$ cat src/rtl/led_shift_out.sv
`default_nettype none
// ============================================================================
// Module   : led_shift_out
// Brief    : Serializes 96-bit backlight zone words MSB-first onto the LED
//            driver bus (sclk/sdi), then pulses a data or frame latch (lat).
// Revision : 1.0 - initial release
// ============================================================================
module led_shift_out #(
    parameter int DW    = 96,
    parameter int DIV   = 2,
    parameter int LAT_W = 1,
    parameter int VS_W  = 3
) (
    input  logic          clkb,
    input  logic          rst,
    input  logic [DW-1:0] datain,
    input  logic          latch_flag,
    input  logic          frame_flag,
    input  logic [6:0]    cntlatch,
    output logic          sclk,
    output logic          sdi,
    output logic          lat,
    output logic          busy,
    output logic          done,
    output logic          ovf,
    output logic [6:0]    cur_idx
);

    localparam int PH_N  = 2 * DIV;
    localparam int PH_W  = (PH_N > 2) ? $clog2(PH_N) : 1;
    localparam int BIT_W = $clog2(DW);
    localparam int LC_N  = VS_W * 2 * DIV;
    localparam int LC_W  = $clog2(LC_N);

    localparam logic [PH_W-1:0]  c_ph_last  = PH_W'(PH_N - 1);
    localparam logic [PH_W-1:0]  c_ph_rise  = PH_W'(DIV - 1);
    localparam logic [BIT_W-1:0] c_bit_last = BIT_W'(DW - 1);
    localparam logic [LC_W-1:0]  c_lat_data = LC_W'(LAT_W * 2 * DIV - 1);
    localparam logic [LC_W-1:0]  c_lat_vs   = LC_W'(VS_W * 2 * DIV - 1);

    localparam logic [1:0] S_IDLE  = 2'd0;
    localparam logic [1:0] S_SHIFT = 2'd1;
    localparam logic [1:0] S_LATCH = 2'd2;

    logic [1:0]       r_state;
    logic [DW-1:0]    r_sreg;
    logic [PH_W-1:0]  r_phase;
    logic [BIT_W-1:0] r_bit;
    logic [LC_W-1:0]  r_lcnt;
    logic             r_vs;
    logic             r_sclk;
    logic             r_lat;
    logic             r_busy;
    logic             r_done;
    logic             r_ovf;
    logic [6:0]       r_cur_idx;
    logic [LC_W-1:0]  w_lat_last;

    assign w_lat_last = r_vs ? c_lat_vs : c_lat_data;

    // sdi is the shift-register MSB; the final shift zero-fills it so the
    // line sits low through LATCH and IDLE without extra muxing.
    assign sdi     = r_sreg[DW-1];
    assign sclk    = r_sclk;
    assign lat     = r_lat;
    assign busy    = r_busy;
    assign done    = r_done;
    assign ovf     = r_ovf;
    assign cur_idx = r_cur_idx;

    always_ff @(posedge clkb) begin
        if (rst) begin
            r_state   <= S_IDLE;
            r_sreg    <= '0;
            r_phase   <= '0;
            r_bit     <= '0;
            r_lcnt    <= '0;
            r_vs      <= 1'b0;
            r_sclk    <= 1'b0;
            r_lat     <= 1'b0;
            r_busy    <= 1'b0;
            r_done    <= 1'b0;
            r_ovf     <= 1'b0;
            r_cur_idx <= '0;
        end else begin
            r_done <= 1'b0;
            if (latch_flag && (r_state != S_IDLE))
                r_ovf <= 1'b1;

            case (r_state)
                S_IDLE: begin
                    if (latch_flag) begin
                        r_sreg    <= datain;
                        r_cur_idx <= cntlatch;
                        r_vs      <= frame_flag;
                        r_phase   <= '0;
                        r_bit     <= '0;
                        r_sclk    <= 1'b0;
                        r_busy    <= 1'b1;
                        r_state   <= S_SHIFT;
                    end
                end
                S_SHIFT: begin
                    if (r_phase == c_ph_last) begin
                        r_phase <= '0;
                        r_sclk  <= 1'b0;
                        r_sreg  <= {r_sreg[DW-2:0], 1'b0};
                        if (r_bit == c_bit_last) begin
                            r_lat   <= 1'b1;
                            r_lcnt  <= '0;
                            r_state <= S_LATCH;
                        end else begin
                            r_bit <= r_bit + 1'b1;
                        end
                    end else begin
                        r_phase <= r_phase + 1'b1;
                        if (r_phase == c_ph_rise)
                            r_sclk <= 1'b1;
                    end
                end
                S_LATCH: begin
                    if (r_lcnt == w_lat_last) begin
                        r_lat   <= 1'b0;
                        r_busy  <= 1'b0;
                        r_done  <= 1'b1;
                        r_state <= S_IDLE;
                    end else begin
                        r_lcnt <= r_lcnt + 1'b1;
                    end
                end
                default: r_state <= S_IDLE;
            endcase
        end
    end

endmodule
`default_nettype wire

$ cat config.mk
export PLATFORM = sky130hd
export DESIGN_NAME = led_shift_out
export DESIGN_NICKNAME = d
export VERILOG_FILES = /design/src/rtl/led_shift_out.sv
export SDC_FILE = /design/constraint.sdc
export NUM_CORES = 1
export LEC_CHECK = 0
export BUFFER_PORTS_ARGS = -buffer_cell sky130_fd_sc_hd__buf_4
export CORE_ASPECT_RATIO = 1.2
export CORE_MARGIN = 1.5
export CORE_UTILIZATION = 45
export CTS_BUF_LIST = sky130_fd_sc_hd__clkbuf_16
export DETAILED_ROUTE_END_ITERATION = 10
export PLACE_DENSITY = 0.71
export SYNTH_ARGS = -nofsm -noshare
export SYNTH_HDL_FRONTEND = slang
export SYNTH_SLANG_ARGS = --single-unit
$ cat constraint.sdc
create_clock -name clkb -period 1.6 [get_ports clkb]
set_input_delay 0.16 -clock clkb [delete_from_list [all_inputs] [get_ports clkb]]
set_output_delay 0.16 -clock clkb [all_outputs]
set_load 0.02 [all_outputs]
==> metrics.txt <==
# TYPE chip_impl_metric gauge
chip_impl_info{name="outcome",value="finished clean"} 1
chip_impl_metric{name="timing.critical_path.fanout_max",unit=""} 18
chip_impl_metric{name="io-pin-count",unit=""} 120
chip_impl_metric{name="antenna_cells_inserted",unit=""} 0
chip_impl_metric{name="critical_path_buf_inv_count",unit=""} 2
chip_impl_info{name="timing.critical_path.to_type",value="flop"} 1
chip_impl_info{name="dominant_combinational_cell_family_by_area_after_synthesis",value="simple AND/OR/NAND/NOR gates"} 1
chip_impl_metric{name="dr.first_iter.drc_count",unit=""} 276
chip_impl_metric{name="wl",unit="µm"} 13220
chip_impl_info{name="cts_tree",value="yes"} 1
chip_impl_metric{name="clkSlewWorstSetupHoldPaths",unit="ns"} 0.05
chip_impl_metric{name="worstMarginPinSlew",unit="ns"} 0.3814
chip_impl_metric{name="power_density",unit="nW/µm²"} 1090
chip_impl_metric{name="timing.fmax",unit="MHz"} 656.8
chip_impl_metric{name="layout_stage_area_growth_over_the_synthesis_result",unit="%"} 35.28
chip_impl_metric{name="die-height",unit="µm"} 122.1
chip_impl_metric{name="maxCapViolations",unit=""} 0
chip_impl_info{name="timing.critical_path.slowest_stage_cell",value="sky130_fd_sc_hd__dfxtp_2"} 1
chip_impl_info{name="criticalPathCategory",value="reg -> reg"} 1
chip_impl_metric{name="hold_depth",unit=""} 3
chip_impl_metric{name="wire_length_of_the_first_global_routing_pass",unit="µm"} 21400
chip_impl_info{name="start_kind",value="flop"} 1
chip_impl_metric{name="n_fill_cell",unit=""} 1014
chip_impl_metric{name="detailedRoute.firstPassIterationCount",unit=""} 5
chip_impl_info{name="worstSetupEndpoint",value="r_sreg[68]"} 1
chip_impl_metric{name="antenna_found_initial",unit=""} 0
chip_impl_metric{name="muxShareOfSynthArea",unit=""} 0.003763
chip_impl_metric{name="layout.nets",unit=""} 901
chip_impl_info{name="cp-startpoint",value="r_phase[1]"} 1
chip_impl_metric{name="count_of_flip_flops_with_a_built_in_enable_after_synthesis",unit=""} 0
chip_impl_metric{name="clock_path_buffers",unit=""} 2
chip_impl_metric{name="detailroute.via_count",unit=""} 5160
chip_impl_metric{name="reg2reg_depth",unit=""} 6
chip_impl_metric{name="sequential_element_share_of_the_synthesized_area",unit=""} 0.4666
chip_impl_metric{name="tritoncts_num_sinks",unit=""} 124
chip_impl_info{name="clock-root-buffer",value="sky130_fd_sc_hd__clkbuf_16"} 1
chip_impl_info{name="min-delay-path-class",value="in -> reg"} 1
chip_impl_metric{name="hold_ws",unit="ns"} 0.01550
chip_impl_metric{name="drtAntennaViolNets",unit=""} 0
chip_impl_metric{name="worst_path_largest_cell_delay",unit="ns"} 0.33
chip_impl_metric{name="wire_per_inst",unit="µm"} 13.78
chip_impl_metric{name="placeableCoreArea",unit="µm²"} 11570
chip_impl_metric{name="synthXorXnorAreaFrac",unit=""} 0.003293
chip_impl_metric{name="yosys.area.top_type_share",unit=""} 0.4666
chip_impl_metric{name="syn_area",unit="µm²"} 5320
chip_impl_metric{name="yosys_warnings",unit=""} 0
chip_impl_metric{name="rows",unit=""} 43
chip_impl_metric{name="grt_util_all_layers",unit=""} 0.2180
chip_impl_metric{name="h_tree_depth",unit=""} 4
chip_impl_metric{name="synth_async_sr_flop_share",unit=""} 0
chip_impl_metric{name="max_transition_margin",unit=""} 0.7457
chip_impl_metric{name="synthCells",unit=""} 678
chip_impl_metric{name="vdd.ir_drop.worst",unit="mV"} 0.6901
chip_impl_metric{name="drc_errors",unit=""} 0
chip_impl_metric{name="number_of_global_route_vias_before_repair",unit=""} 4884
chip_impl_metric{name="io_buffer_count",unit=""} 119
chip_impl_info{name="path_cells",value="ha_4 > mux2i_4 > nor2_4 > buf_12 > bufbuf_16 > a311oi_2"} 1
chip_impl_metric{name="report.final.slew_viol_count",unit=""} 0
chip_impl_metric{name="worst-endpoint-arrival",unit="ns"} 1.85
chip_impl_metric{name="p_leak",unit="nW"} 2.944
chip_impl_metric{name="gp_congestion",unit=""} 0.7690
chip_impl_metric{name="final_layout_size_suffix_gt1_frac",unit=""} 0.2332
chip_impl_metric{name="hpwlAfterDp",unit="µm"} 8553
chip_impl_metric{name="final.min_clock_period",unit="ns"} 1.523
chip_impl_metric{name="finClkSkew",unit="ns"} 0.005308
chip_impl_metric{name="synth_fp_nets",unit=""} 789
chip_impl_metric{name="overflow",unit=""} 0
chip_impl_metric{name="min_period_over_period",unit=""} 0.9516
chip_impl_metric{name="number_of_library_cell_types_mapped_by_synthesis",unit=""} 42
chip_impl_info{name="r2r-start",value="r_phase[1]"} 1
chip_impl_metric{name="seqCellArea",unit="µm²"} 2490
chip_impl_info{name="leading_cell_types_by_total_area_after_synthesis",value="sky130_fd_sc_hd__dfxtp_1 47%, sky130_fd_sc_hd__a311oi_1 16%, sky130_fd_sc_hd__nand2_1 15%"} 1
chip_impl_metric{name="finalHoldViolations",unit=""} 0
chip_impl_info{name="cell_type_with_the_largest_total_area_after_synthesis",value="sky130_fd_sc_hd__dfxtp_1"} 1
chip_impl_metric{name="fp.dieArea",unit="µm²"} 12490
chip_impl_metric{name="yosys.area_share.simple",unit=""} 0.2568
chip_impl_metric{name="detail_route.vias_per_cell",unit=""} 5.381
chip_impl_metric{name="cts_made_buffers",unit=""} 17
chip_impl_metric{name="clk_lat_worst_skew",unit="ns"} 0.42
chip_impl_info{name="rsz_0062_raised_after_global_routing",value="false"} 1
chip_impl_info{name="synth_ff_type",value="sky130_fd_sc_hd__dfxtp_1"} 1
chip_impl_metric{name="die-width",unit="µm"} 102.3
chip_impl_metric{name="pin_count_of_the_biggest_net_entering_global_routing",unit=""} 70
chip_impl_info{name="r2r_end",value="r_sreg[68]"} 1
chip_impl_metric{name="post_synth.cell_area_avg",unit="µm²"} 7.847
chip_impl_info{name="timing.critical_path.max_delay_family",value="buffers and inverters"} 1
chip_impl_metric{name="synth.ff_latch_count",unit=""} 124
chip_impl_metric{name="setup-tns-final",unit="ns"} 0
chip_impl_metric{name="setup_viol_count_final",unit=""} 0
chip_impl_metric{name="regToRegSetupSlack",unit="ns"} 0.08
chip_impl_metric{name="critical_path_required",unit="ns"} 1.92
chip_impl_metric{name="start_util",unit=""} 0.4599
chip_impl_metric{name="cp.depth",unit=""} 6
chip_impl_metric{name="synth-adder-area-share",unit=""} 0.009407
chip_impl_metric{name="combined_area_of_the_multi_input_logic_cells",unit="µm²"} 2638
chip_impl_metric{name="synth-compound-area-share",unit=""} 0.2034
## layout make-up
| class | instances | share of cell area |
|---|---|---|
| multi-input combinational | 488 | 0.3665 |
| sequential | 124 | 0.3460 |
| timing repair buffer | 154 | 0.1909 |
| clock buffer | 17 | 0.05911 |
| tap | 157 | 0.02729 |
| clock inverter | 14 | 0.007650 |
| inverter | 5 | 0.002608 |
## logic make-up (layout without fill, tap and decap cells)
logic type	Yosys count	after routing
multiplexers	2	2
AO/OA/AOI/OAI	136	136
AND/OR/NAND/NOR	344	344
flip-flops	124	124
adder cells (fa/ha/maj)	4	4
XOR/XNOR	2	2
buffers and inverters	66	190
## synth_stat cells, types with 2 or more instances
cell / number
sky130_fd_sc_hd__a21oi_1: 20
sky130_fd_sc_hd__a311oi_1: 95
sky130_fd_sc_hd__a31oi_1: 2
sky130_fd_sc_hd__buf_2: 31
sky130_fd_sc_hd__buf_4: 4
sky130_fd_sc_hd__clkbuf_1: 25
sky130_fd_sc_hd__dfxtp_1: 124
sky130_fd_sc_hd__ha_1: 4
sky130_fd_sc_hd__inv_1: 5
sky130_fd_sc_hd__mux2i_1: 2
sky130_fd_sc_hd__nand2_1: 210
sky130_fd_sc_hd__nand2b_1: 2
sky130_fd_sc_hd__nand3_1: 5
sky130_fd_sc_hd__nand4_1: 2
sky130_fd_sc_hd__nor2_1: 105
sky130_fd_sc_hd__nor2b_1: 2
sky130_fd_sc_hd__nor3_1: 6
sky130_fd_sc_hd__o211ai_1: 3
sky130_fd_sc_hd__o21ai_0: 6
sky130_fd_sc_hd__o31ai_1: 2
sky130_fd_sc_hd__xor2_1: 2
## state kept, by name, summed over array words and instances, names as in the netlist
| name | count |
|---|---|
| busy | 1 |
| cur_idx | 7 |
| done | 1 |
| lat | 1 |
| ovf | 1 |
| r_bit | 7 |
| r_lcnt | 4 |
| r_phase | 2 |
| r_sreg | 96 |
| r_state | 2 |
| r_vs | 1 |
| sclk | 1 |
## routing by layer
| layer | GRT usage | wire length, µm | vias to the layer above |
|---|---|---|---|
| met5 | 0 | 0 | - |
| met4 | 0.1070 | 321 | 0 |
| met3 | 0.05622 | 669 | 23 |
| met2 | 0.3626 | 6513 | 140 |
| met1 | 0.2587 | 5713 | 2398 |
| li1 | - | - | 2599 |
## worst min-delay path by stage
stage                     slack [ns]    endpoint  startpoint
final                           0.02  r_sreg[27]  datain[27]
after floorplan                 0.30        r_vs  frame_flag
after global routing            0.02  r_sreg[95]  datain[95]
after global placement          0.40   r_sreg[0]   datain[0]
after detailed placement        0.41   r_sreg[0]   datain[0]
after CTS                      0.002  r_sreg[27]  datain[27]
## per-stage QoR
| step | setup WS (ns) | power, mW | instances | utilization | cell area (µm²) |
|---|---|---|---|---|---|
| after floorplan | 0.04118 | 4.214 | 678 | - | 5320 |
| after global placement | 0.06503 | 4.649 | 915 | 0.5598 | 6475 |
| after detailed placement | -0.06903 | 4.700 | 915 | 0.5598 | 6475 |
| after CTS | 0.0008404 | 7.906 | 957 | 0.6168 | 7134 |
| after global routing | 0.002980 | 8.212 | 959 | 0.6222 | 7197 |
| final | 0.07743 | 7.848 | 959 | 0.6222 | 7197 |
## layout by cell type, fill, tap and decap left out, types with 2 or more instances in the layout
master,count
sky130_fd_sc_hd__nand4_1,2
sky130_fd_sc_hd__nor3_1,6
sky130_fd_sc_hd__dfxtp_2,3
sky130_fd_sc_hd__a21oi_1,19
sky130_fd_sc_hd__o211ai_1,3
sky130_fd_sc_hd__xor2_1,2
sky130_fd_sc_hd__dlygate4sd3_1,9
sky130_fd_sc_hd__ha_1,3
sky130_fd_sc_hd__clkbuf_16,17
sky130_fd_sc_hd__clkinv_1,2
sky130_fd_sc_hd__nor2_1,105
sky130_fd_sc_hd__a311oi_2,8
sky130_fd_sc_hd__buf_4,131
sky130_fd_sc_hd__dfxtp_1,120
sky130_fd_sc_hd__a311oi_1,87
sky130_fd_sc_hd__nand2_1,210
sky130_fd_sc_hd__a31oi_1,2
sky130_fd_sc_hd__o31ai_1,2
sky130_fd_sc_hd__buf_12,12
sky130_fd_sc_hd__o21ai_0,6
sky130_fd_sc_hd__nand3_1,5
sky130_fd_sc_hd__clkinv_2,2
sky130_fd_sc_hd__inv_1,15
## power by group
| group | internal (mW) | switching [mW] |
|---|---|---|
| logic | 0.593 | 0.649 |
| clock network | 1.88 | 1.25 |
| registers | 3.34 | 0.133 |
| total | 5.82 | 2.03 |
## timing repair
| item | 4_1_cts | 5_1_grt |
|---|---|---|
| setup endpoints to repair | 41 | 94 |
| hold endpoints to repair | 9 | 0 |
| cloned | 1 | 0 |
| buffers inserted | 1 | 2 |
| hold buffers | 9 | 0 |
| pin swaps | 1 | 1 |
| gates resized for setup | 9 | 11 |
## worst min-delay path, stage by stage
cell,delay [ns]
sky130_fd_sc_hd__buf_4,0.11
sky130_fd_sc_hd__nand2_1,0.04
sky130_fd_sc_hd__a311oi_1,0.07
Note: power is estimated with default switching activity, not from simulation.
